[config.mk]
export PLATFORM = sky130hd
export DESIGN_NAME = axis_packet_fifo
export DESIGN_NICKNAME = d
export VERILOG_FILES = /design/src/rtl/axis_packet_fifo.sv
export SDC_FILE = /design/constraint.sdc
export NUM_CORES = 1
export LEC_CHECK = 0
export BUFFER_PORTS_ARGS = -buffer_cell sky130_fd_sc_hd__buf_2
export CORE_ASPECT_RATIO = 0.75
export CORE_MARGIN = 2
export CORE_UTILIZATION = 50
export DETAILED_ROUTE_END_ITERATION = 10
export PLACE_DENSITY = 0.67
export SKIP_LAST_GASP = 1
export SLEW_MARGIN = 20
export SYNTH_ARGS = -nofsm -noshare
export SYNTH_HDL_FRONTEND = slang
export SYNTH_SLANG_ARGS = --single-unit
export TNS_END_PERCENT = 30
[constraint.sdc]
create_clock -name aclk -period 3.4 [get_ports aclk]
set_input_delay 1.02 -clock aclk [delete_from_list [all_inputs] [get_ports aclk]]
set_output_delay 1.02 -clock aclk [all_outputs]
set_load 0.02 [all_outputs]
[src/rtl/axis_packet_fifo.sv]
// rtl/axis_packet_fifo.sv - AXI4-Stream FIFO with tlast, occupancy/packet counters and store-and-forward mode
module axis_packet_fifo #(
    parameter int DATA_WIDTH        = 32,
    parameter int DEPTH             = 16,
    parameter int PACKET_MODE       = 0,
    parameter int ALMOST_FULL_LEVEL = DEPTH - 4
) (
    input  logic                     aclk,
    input  logic                     aresetn,
    input  logic [DATA_WIDTH-1:0]    s_axis_tdata,
    input  logic                     s_axis_tvalid,
    input  logic                     s_axis_tlast,
    output logic                     s_axis_tready,
    output logic [DATA_WIDTH-1:0]    m_axis_tdata,
    output logic                     m_axis_tvalid,
    output logic                     m_axis_tlast,
    input  logic                     m_axis_tready,
    output logic [$clog2(DEPTH):0]   occupancy,
    output logic [$clog2(DEPTH):0]   pkt_count,
    output logic                     almost_full,
    output logic                     oversize
);
    localparam int AW = $clog2(DEPTH);
    localparam logic [AW:0] FULL_LEVEL = (AW+1)'(DEPTH);
    localparam logic [AW:0] AF_LEVEL   = (AW+1)'(ALMOST_FULL_LEVEL);
    localparam logic [AW:0] ONE        = (AW+1)'(1);

    typedef enum logic {ST_NORMAL, ST_RELEASE} state_t;
    state_t state_q, state_d;

    logic [DATA_WIDTH:0] mem [DEPTH];
    logic [AW:0]         wr_ptr, rd_ptr, occ_next;
    logic [DATA_WIDTH:0] head;
    logic                wr_en, rd_en, wr_last, rd_last, full, release_active;

    assign head    = mem[rd_ptr[AW-1:0]];
    assign full    = (wr_ptr[AW] != rd_ptr[AW]) && (wr_ptr[AW-1:0] == rd_ptr[AW-1:0]);
    assign wr_en   = s_axis_tvalid && s_axis_tready;
    assign rd_en   = m_axis_tvalid && m_axis_tready;
    assign wr_last = wr_en && s_axis_tlast;
    assign rd_last = rd_en && head[DATA_WIDTH];

    always_ff @(posedge aclk) begin
        if (wr_en) begin
            mem[wr_ptr[AW-1:0]] <= {s_axis_tlast, s_axis_tdata};
        end
    end

    always_comb begin
        occ_next = occupancy;
        if (wr_en && !rd_en) begin
            occ_next = occupancy + ONE;
        end else if (rd_en && !wr_en) begin
            occ_next = occupancy - ONE;
        end
    end

    // tready is computed from the post-edge occupancy so the filling write closes the input
    always_ff @(posedge aclk or negedge aresetn) begin
        if (!aresetn) begin
            wr_ptr        <= '0;
            rd_ptr        <= '0;
            occupancy     <= '0;
            pkt_count     <= '0;
            s_axis_tready <= 1'b0;
            almost_full   <= 1'b0;
        end else begin
            if (wr_en) begin
                wr_ptr <= wr_ptr + ONE;
            end
            if (rd_en) begin
                rd_ptr <= rd_ptr + ONE;
            end
            occupancy     <= occ_next;
            s_axis_tready <= (occ_next != FULL_LEVEL);
            almost_full   <= (occupancy >= AF_LEVEL);
            case ({wr_last, rd_last})
                2'b10:   pkt_count <= pkt_count + ONE;
                2'b01:   pkt_count <= pkt_count - ONE;
                default: pkt_count <= pkt_count;
            endcase
        end
    end

    always_ff @(posedge aclk or negedge aresetn) begin
        if (!aresetn) begin
            state_q  <= ST_NORMAL;
            oversize <= 1'b0;
        end else begin
            state_q  <= state_d;
            oversize <= (state_q == ST_NORMAL) && (state_d == ST_RELEASE);
        end
    end

    // A full FIFO without a complete packet can never drain in store-and-forward; fall back to cut-through
    always_comb begin
        state_d = state_q;
        case (state_q)
            ST_NORMAL: begin
                if ((PACKET_MODE != 0) && full && (pkt_count == '0)) begin
                    state_d = ST_RELEASE;
                end
            end
            ST_RELEASE: begin
                if (rd_last) begin
                    state_d = ST_NORMAL;
                end
            end
            default: state_d = ST_NORMAL;
        endcase
    end

    always_comb begin
        release_active = (state_q == ST_RELEASE);
        m_axis_tvalid  = (occupancy != '0) &&
                         ((PACKET_MODE == 0) || (pkt_count != '0) || release_active);
        m_axis_tdata   = m_axis_tvalid ? head[DATA_WIDTH-1:0] : '0;
        m_axis_tlast   = m_axis_tvalid && head[DATA_WIDTH];
    end
endmodule

---- Yosys cells after proc, flatten, opt, wreduce, memory -nomap -nowiden ----
Memory sizes are Yosys's and may differ from the RTL's.
Cells that the tools add are included.
word-level totals
  flip-flop bits (word level) ............. 24
  bits in writable memories ............... 528
  output and inout port bits .............. 47
  logic and storage cells ................. 40
  memories kept ........................... 1
cells by class
  add/sub/neg operators ................... 6
  $lt $le $gt $ge ......................... 1
  eq/ne operators ......................... 3
  mux-type cells .......................... 8
  bitwise operators ....................... 1
  reduce and logical (&&, ||, !) cells .... 12
memory list
  memory  words  bits a word  read ports  clocked after Yosys merged registers in  wr ports  RTL line  text
  mem     16     33           1           0                                        1         31        logic [DATA_WIDTH:0] mem [DEPTH];
operators by type and width
  cell                                                                   count
  32-bit 2-to-1 mux                                                      1
  5-bit by 1-bit adder with 5-bit output, second input constant          4
  5-bit 2-to-1 mux                                                       2
  5-bit case mux with 2 select lines                                     1
  5-bit by 1-bit subtractor with 5-bit output, second input constant     2
  1-bit logical AND                                                      8
  5-bit by 4-bit >= comparator with 1-bit output, second input constant  1
  5-bit inequality test, second input constant                           1
  5-bit nonzero test                                                     1
  1-bit 2-to-1 mux                                                       4
  2-bit by 1-bit equality test with 1-bit output, second input constant  1
  2-bit equality test, second input constant                             1
  1-bit logical NOT                                                      2
  2-bit nonzero test                                                     1
  1-bit NOT                                                              1

---- Depth between registers and ports, before layout ----
Gate-level depths: netlist of the first run.
  depth after elaboration ................. 6
  depth in mapped cells ................... 16

---- Worst setup path before layout of the first run ----
Ideal clock, no wire load.
  path kind ............................... flip-flop to flip-flop
  from .................................... register occupancy[0]
  to ...................................... register pkt_count[4]
  setup time .............................. 79 ps
  data arrival time ....................... 3031 ps
  path slack .............................. 289 ps
  cell stages (with the launch flop) ...... 16
  buffers on the path ..................... 2
  period minus slack after synthesis ...... 3111 ps
  cell sequence ........................... dfrtp_1 > inv_1 > ha_1 > nor4b_2 > inv_1 > clkbuf_1 > nand2_1 > nor2_1 > ha_1 > clkbuf_1 > xor2_1 > ha_1 > a31oi_1 > or2_2 > a21oi_1 > xor2_1
on the way
  word-level cells in the longest chain between the ends .. 5
  elaborated cells between the ends (all ways) .. 7
  those cells by class .................... 2 x eq/ne; 1 x mux; 4 x reduce/logical
RTL lines
  item                                                                                   RTL line  text
  start: declaration                                                                     18        output logic [$clog2(DEPTH):0] occupancy,
  start signal: assignment                                                               74        occupancy <= occ_next;
  5-bit nonzero test (*)                                                                 115       m_axis_tvalid = (occupancy != '0) &&
  1-bit logical AND (*)                                                                  39        assign rd_en = m_axis_tvalid && m_axis_tready;
  1-bit logical AND (*)                                                                  41        assign rd_last = rd_en && head[DATA_WIDTH];
  2-bit by 1-bit equality test with 1-bit output or 2-bit equality test (tied branches)  77        case ({wr_last, rd_last})
  5-bit case mux with 2 select lines or 2-bit nonzero test (tied branches)               n/a
  end signal: assignment                                                                 78        2'b10: pkt_count <= pkt_count + ONE;
  end signal: assignment                                                                 79        2'b01: pkt_count <= pkt_count - ONE;
  end signal: assignment                                                                 80        default: pkt_count <= pkt_count;
  end: declaration                                                                       19        output logic [$clog2(DEPTH):0] pkt_count,
Mark *: on every way between the ends. The rest lies on a longest branch, timed or not.
A chain may end at the register's enable or synchronous reset.

---- Final worst setup path of the first run ----
  from .................................... register rd_ptr[0]
  to ...................................... output port m_axis_tdata[4]
on the way
  word-level cells in the longest chain between the ends .. 2
RTL lines
  item                      RTL line  text
  start: declaration        32        logic [AW:0] wr_ptr, rd_ptr, occ_next;
  start signal: assignment  72        rd_ptr <= rd_ptr + ONE;
  memory 16 x 33 bit        n/a
  32-bit 2-to-1 mux         117       m_axis_tdata = m_axis_tvalid ? head[DATA_WIDTH-1:0] : '0;
  end: declaration          14        output logic [DATA_WIDTH-1:0] m_axis_tdata,
Every way passes these cells.

==> metrics.yaml, run 1 <==
run_status:
  status: "finished, violations left"
  violations: "setup timing"
critical_path:
  path_cells: "buf_4 > clkbuf_16 > mux4_2 > mux4_2 > and2_1 > buf_2"
  endpoint: "m_axis_tdata[4]"
  start_kind: "flop"
  slowest_stage: "mux4_2"
  crit_type: "flop to output port"
  path_max_fanout: 6
  r2r_end: "pkt_count[4]$_DFFE_PN0P_"
  critPathLaunch: "rd_ptr[0]$_DFFE_PN0P_"
  crit_path_end_kind: "output port"
  cp_data_required_time_ns: 2.38
  reg2reg_slack_ns: 0.05
  arrival_ns: 2.78
  r2r_cells: 14
  crit-reg2reg-launch: "rd_ptr[0]$_DFFE_PN0P_"
  crit_top_cell: "mux4_2"
  critPathMaxStageDelay_ns: 0.51
floorplanning:
  core_area_sq_um: 42100
  die-area_sq_um: 44400
  start_util_pct: 50.7
  die_x_um: 243
  floorplan.rows: 65
  io_pins: 84
  die_y_um: 183
global_route:
  grt_pass1_vias: 10000
  grt_use_total_pct: 20.4
  overflow: 0
  grt_max_degree: 50
  antenna_found_initial: 2
  grt_pass1_wl_mm: 66.0
run:
  maxCapViolCount: 0
clocking:
  cts_made_buffers: 52
  clkSinkCount: 549
  cts_tree: "done"
  clk_pin_slew_worst_paths_ns: 0.06
  h-tree-depth: 2
  insertion_delay_ns: 0.58
  root_buffer: "clkbuf_16"
  clockBufferDepth: 3
layout:
  layout-drive-gt1-share_pct: 37.5
  syn2layout_area_growth_pct: 17.2
  post-route-util_pct: 59.4
  final_nets: 1123
  fin_area_sq_um: 25000
sta:
  setup_tns_ns: -10.78
  finalHoldViolCount: 0
  min_period_ns: 3.80
  rsz0062_at_grt: "yes"
  setup_viol: 33
  skew_ns: 0.0279
  slew_viol_final: 0
  fin_crit_sh_pct: 112
  slew_headroom_pct: 62.7
  timing.fmax_mhz: 263
  worstMarginPinSlew_ns: 0.560
  fin_ws_ns: -0.398
pwr:
  p_sw_share_pct: 30.0
  combPwrFrac_pct: 35.2
  internal_power_mw: 15.3
  clockPowerShare_pct: 25.3
  seq_power_share_pct: 39.5
  power_density_nw_per_um2: 874
  p_total_mw: 21.9
  p_leak_nw: 8.20
  switchingPower_mw: 6.56
  ir_drop_mv: 0.665
worst_hold_path:
  hold_path.class: "input pin to asynchronous set/reset pin"
detailed_routing:
  drc_errors: 0
  via_count: 9920
  final_antenna_net_count: 0
  post_drt_wl_per_cell_um: 26.9
  viasPerCell: 5.88
  drt_iter0_markers: 980
  drt_wl_total_mm: 45.4
  firstDrtPassIters: 5
yosys:
  synth_top_area_share_pct: 74.3
  synthCells: 911
  yosysUniqueCellTypes: 43
  seq_area_frac_synth_pct: 76.7
  synth_common_cells: "edfxtp_1, mux4_2, and2_1, dfrtp_1, clkbuf_1"
  ys_seq_elements: 549
  yosys.area.top_type: "edfxtp_1"
  synth_area_leaders: "edfxtp_1, mux4_2, dfrtp_1, and2_1, ha_1"
  yosys.cell_count.top_type: "edfxtp_1"
  synth_enable_flop_cells: 528
  async_flop_share_pct: 3.83
  syn-num-nets: 960
  yosys_warnings: 0
  avgSynthCellArea_sq_um: 23.4
  netlist_area_sq_um: 21400
  ys.flop_type: "edfxtp_1"
place:
  dpl.hpwl_mm: 24.0
  gp_congestion: 0.762
  place_ws_ns: 0.149
  portBuffers: 83
  dpl-instance-area_sq_um: 22900
how the worst min path moves through the flow:
stage	endpoint	from
detailed placement	pkt_count[4]$_DFFE_PN0P_	pkt_count[4]$_DFFE_PN0P_
global route	rd_ptr[0]$_DFFE_PN0P_	aresetn
floorplan	wr_ptr[2]$_DFFE_PN0N_	wr_ptr[2]$_DFFE_PN0N_
finish	rd_ptr[0]$_DFFE_PN0P_	aresetn
global placement	pkt_count[4]$_DFFE_PN0P_	pkt_count[4]$_DFFE_PN0P_
CTS	rd_ptr[0]$_DFFE_PN0P_	aresetn
repair_timing:
| item | in CTS | in global routing |
|---|---|---|
| pin swaps | 0 | 0 |
| gates resized for setup | 21 | 12 |
| endpoints found under the setup margin | 33 | 35 |
| hold buffers | 0 | 0 |
| cloned | 3 | 8 |
| setup buffers | 6 | 6 |
| endpoints found under the hold margin | 0 | 0 |
layout by cell type, fill, tap and decap left out, types with 7 or more instances in the layout:
master,n
ha_1,12
dfrtp_1,17
clkbuf_16,60
xor2_1,7
buf_2,79
and2_2,12
clkbuf_1,10
clkinv_2,8
xnor2_1,10
buf_6,7
mux4_2,164
inv_1,8
nand2_1,14
edfxtp_1,528
buf_12,20
clkinv_1,17
buf_4,34
buf_16,8
and2_1,28
worst max-delay path, delay by kind of cell, from the launching register on:
family,cells,cell delay (ns)
multiplexers,2,1.00
buffers and inverters,3,0.52
flip-flops,1,0.47
AND/OR/NAND/NOR,1,0.22
per-stage QoR:
step,hold slack (ns),instances
after floorplan,0.481,911
after CTS,0.417,1672
after detailed placement,0.484,1567
after global placement,0.466,1567
final,0.422,1686
after global routing,0.449,1685
metal layers:
| metal | global-route usage [%] | part of all wire, % |
|---|---|---|
| met5 | 0 | 0.029 |
| met3 | 3.51 | 6.2 |
| met1 | 30.0 | 43 |
| met2 | 32.7 | 49 |
| met4 | 4.76 | 1.8 |
kinds of logic (layout without fill, tap and decap cells):
group,Yosys count,count (layout),share of synthesized area [%]
fa+ha+maj,12,12,0.703
compound gates,20,20,0.604
other cells,1,2,0.0176
buf+inv,55,260,1.31
simple gates,89,89,2.45
flops,549,549,76.7
mux,168,168,17.5
xor+xnor,17,17,0.697
state kept, by name, summed over array words and instances (netlist names):
register / cells
oversize: 1
pkt_count: 5
s_axis_tready: 1
mem: 528
occupancy: 5
almost_full: 1
wr_ptr: 4
rd_ptr: 4
cell type report:
| class | instances | area, sq um |
|---|---|---|
| inverters | 8 | 30.0 |
| clock inverters | 32 | 234 |
| flip-flops and latches | 549 | 16400 |
| repair buffers | 156 | 1530 |
| clock buffers | 64 | 1390 |
| multi-input cells | 307 | 4720 |
| fillers | 2967 | 17100 |
| well taps | 569 | 712 |
| diodes | 1 | 2.50 |
power by group through the flow:
stage	combinational (mW)	sequential, mW	clock, mW
global placement	6.99	8.73	0
detailed placement	7.05	8.76	0
finish	7.71	8.63	5.52
CTS	7.43	8.63	5.64
global route	8.22	8.70	5.93
floorplan	4.86	8.61	0
(Power assumes the default switching activity.)
==> run 2: changes to the inputs <==
--- a/config.mk
+++ b/config.mk
@@ -16,4 +16,3 @@
 export SYNTH_ARGS = -nofsm -noshare
 export SYNTH_HDL_FRONTEND = slang
 export SYNTH_SLANG_ARGS = --single-unit
-export TNS_END_PERCENT = 30
==> metrics.yaml, run 2 (synthesized netlist as in run 1, its figures left out) <==
run_status:
  violations: "setup timing"
  status: "finished, violations left"
detailed_routing:
  final_antenna_net_count: 0
  maxUsedRoutingLayer: "met5"
  route.met2.wl_mm: 22.2
  viasPerCell: 5.85
  drt_wl_total_mm: 45.4
  wl_met3_mm: 2.38
  drc_errors: 0
  wl_met1_mm: 20.1
  drt_iter0_markers: 1031
  via_count: 9896
  firstDrtPassIters: 5
  post_drt_wl_per_cell_um: 26.8
sta:
  timing.fmax_mhz: 263
  hold_slack_ns: 0.425
  fin_ws_ns: -0.407
  min_period_ns: 3.81
  fin_crit_sh_pct: 112
  skew_ns: 0.0299
  finalHoldViolCount: 0
  slew_headroom_pct: 63.6
  slew_viol_final: 0
  rsz0062_at_grt: "yes"
  worstMarginPinSlew_ns: 0.546
  setup_viol: 33
  setup_tns_ns: -11.05
pwr:
  power_density_nw_per_um2: 893
  p_leak_nw: 8.33
  p_total_mw: 22.6
  ir_drop_mv: 0.653
global_route:
  antenna_found_initial: 3
  overflow: 0
  grt_use_total_pct: 20.6
  grt_pass1_vias: 10100
  grt_pass1_wl_mm: 66.3
  grt_max_degree: 50
floorplanning:
  floorplan.rows: 65
  core_area_sq_um: 42100
  start_util_pct: 50.7
  die_x_um: 243
  die-area_sq_um: 44400
  io_pins: 84
  die_y_um: 183
clocking:
  cts_tree: "done"
  clkSinkCount: 549
  root_buffer: "clkbuf_16"
  h-tree-depth: 2
  cts_made_buffers: 52
  clockBufferDepth: 3
  clk_pin_slew_worst_paths_ns: 0.06
  insertion_delay_ns: 0.58
  cts_hold_buf: 0
critical_path:
  start_kind: "flop"
  cp_data_required_time_ns: 2.38
  crit_path_end_kind: "output port"
  arrival_ns: 2.79
  path_max_fanout: 6
  crit_type: "flop to output port"
  reg2reg_slack_ns: 0.22
layout:
  layout-drive-gt1-share_pct: 39.7
  final_nets: 1128
  fillCellCount: 2934
  post-route-util_pct: 60.1
  final_common_cell: "edfxtp_1"
  largest_register_ffs: 528
  final_cell_mix: "edfxtp_1, mux4_2, clkbuf_16"
  syn2layout_area_growth_pct: 18.6
place:
  dpl.hpwl_mm: 24.0
  portBuffers: 83
  gp_congestion: 0.762
  place_ws_ns: 0.149
run:
  maxCapViolCount: 0
worst_hold_path:
  hold_path.class: "input pin to asynchronous set/reset pin"
==> run 2: cell types whose count changed in the layout (fill, tap and decap cells not counted), moves of 7 or more <==
cell    before  now
buf_6        7   29
buf_2       79   60
and2_1      28   11
and2_4       5   22
buf_12      20   27
==> run 2: stage by stage <==
| stage | cell area [sq um] | std cells |
|---|---|---|
| 3_5_place_dp | 22900 | 1567 |
| 5_1_grt | 25300 | 1691 |
| 6_report | 25300 | 1693 |
| 3_3_place_gp | 22900 | 1567 |
| 2_1_floorplan | 21400 | 911 |
| 4_1_cts | 24900 | 1678 |
==> run 2: path summary, 6_finish.rpt <==
kind | from | end | cells past startpoint
max in group asynchronous | aresetn | rd_ptr[2]$_DFFE_PN0P_ | 1
hold reg to reg | pkt_count[4]$_DFFE_PN0P_ | pkt_count[4]$_DFFE_PN0P_ | 1
setup reg to reg | rd_ptr[0]$_DFFE_PN0P_ | pkt_count[4]$_DFFE_PN0P_ | 14
hold / removal | aresetn | rd_ptr[0]$_DFFE_PN0P_ | 1
min in group aclk | pkt_count[4]$_DFFE_PN0P_ | pkt_count[4]$_DFFE_PN0P_ | 1
setup / recovery | rd_ptr[0]$_DFFE_PN0P_ | m_axis_tdata[19] | 7
==> run 2: timing repair <==
action | CTS | global route
gates cloned | 4 | 9
pin swaps | 0 | 1
buffers inserted | 11 | 7
resized for setup | 39 | 65
setup endpoints to repair | 33 | 35
==> run 2: where the power goes <==
part           switching, mW  total (mW)  internal [mW]
logic                   3.89        8.45           4.56
registers              0.420        8.63           8.21
clock network           2.41        5.53           3.12
==> run 2: worst max-delay path, stage by stage, from the launching register on <==
cell	delay (ns)
dfrtp_4	0.49
buf_12	0.16
buf_6	0.13
buf_16	0.13
mux4_2	0.50
mux4_2	0.48
and2_1	0.17
buf_2	0.16
==> run 2: layer usage <==
metal | up-vias | GRT usage [%]
met5 | - | 0
met4 | 2 | 4.98
met3 | 52 | 3.50
met2 | 294 | 32.8
met1 | 5358 | 30.2
li1 | 4190 | -
==> run 2: layout make-up <==
type | instances | area, sq um | area share [%]
Antenna cell | 3 | 7.51 | 0.0297
Clock buffer | 64 | 1390 | 5.49
Clock inverter | 32 | 234 | 0.924
Inverter | 8 | 30.0 | 0.119
Multi-Input combinational cell | 307 | 4810 | 19.0
Sequential cell | 549 | 16400 | 64.8
Tap cell | 569 | 712 | 2.81
Timing Repair Buffer | 161 | 1740 | 6.88
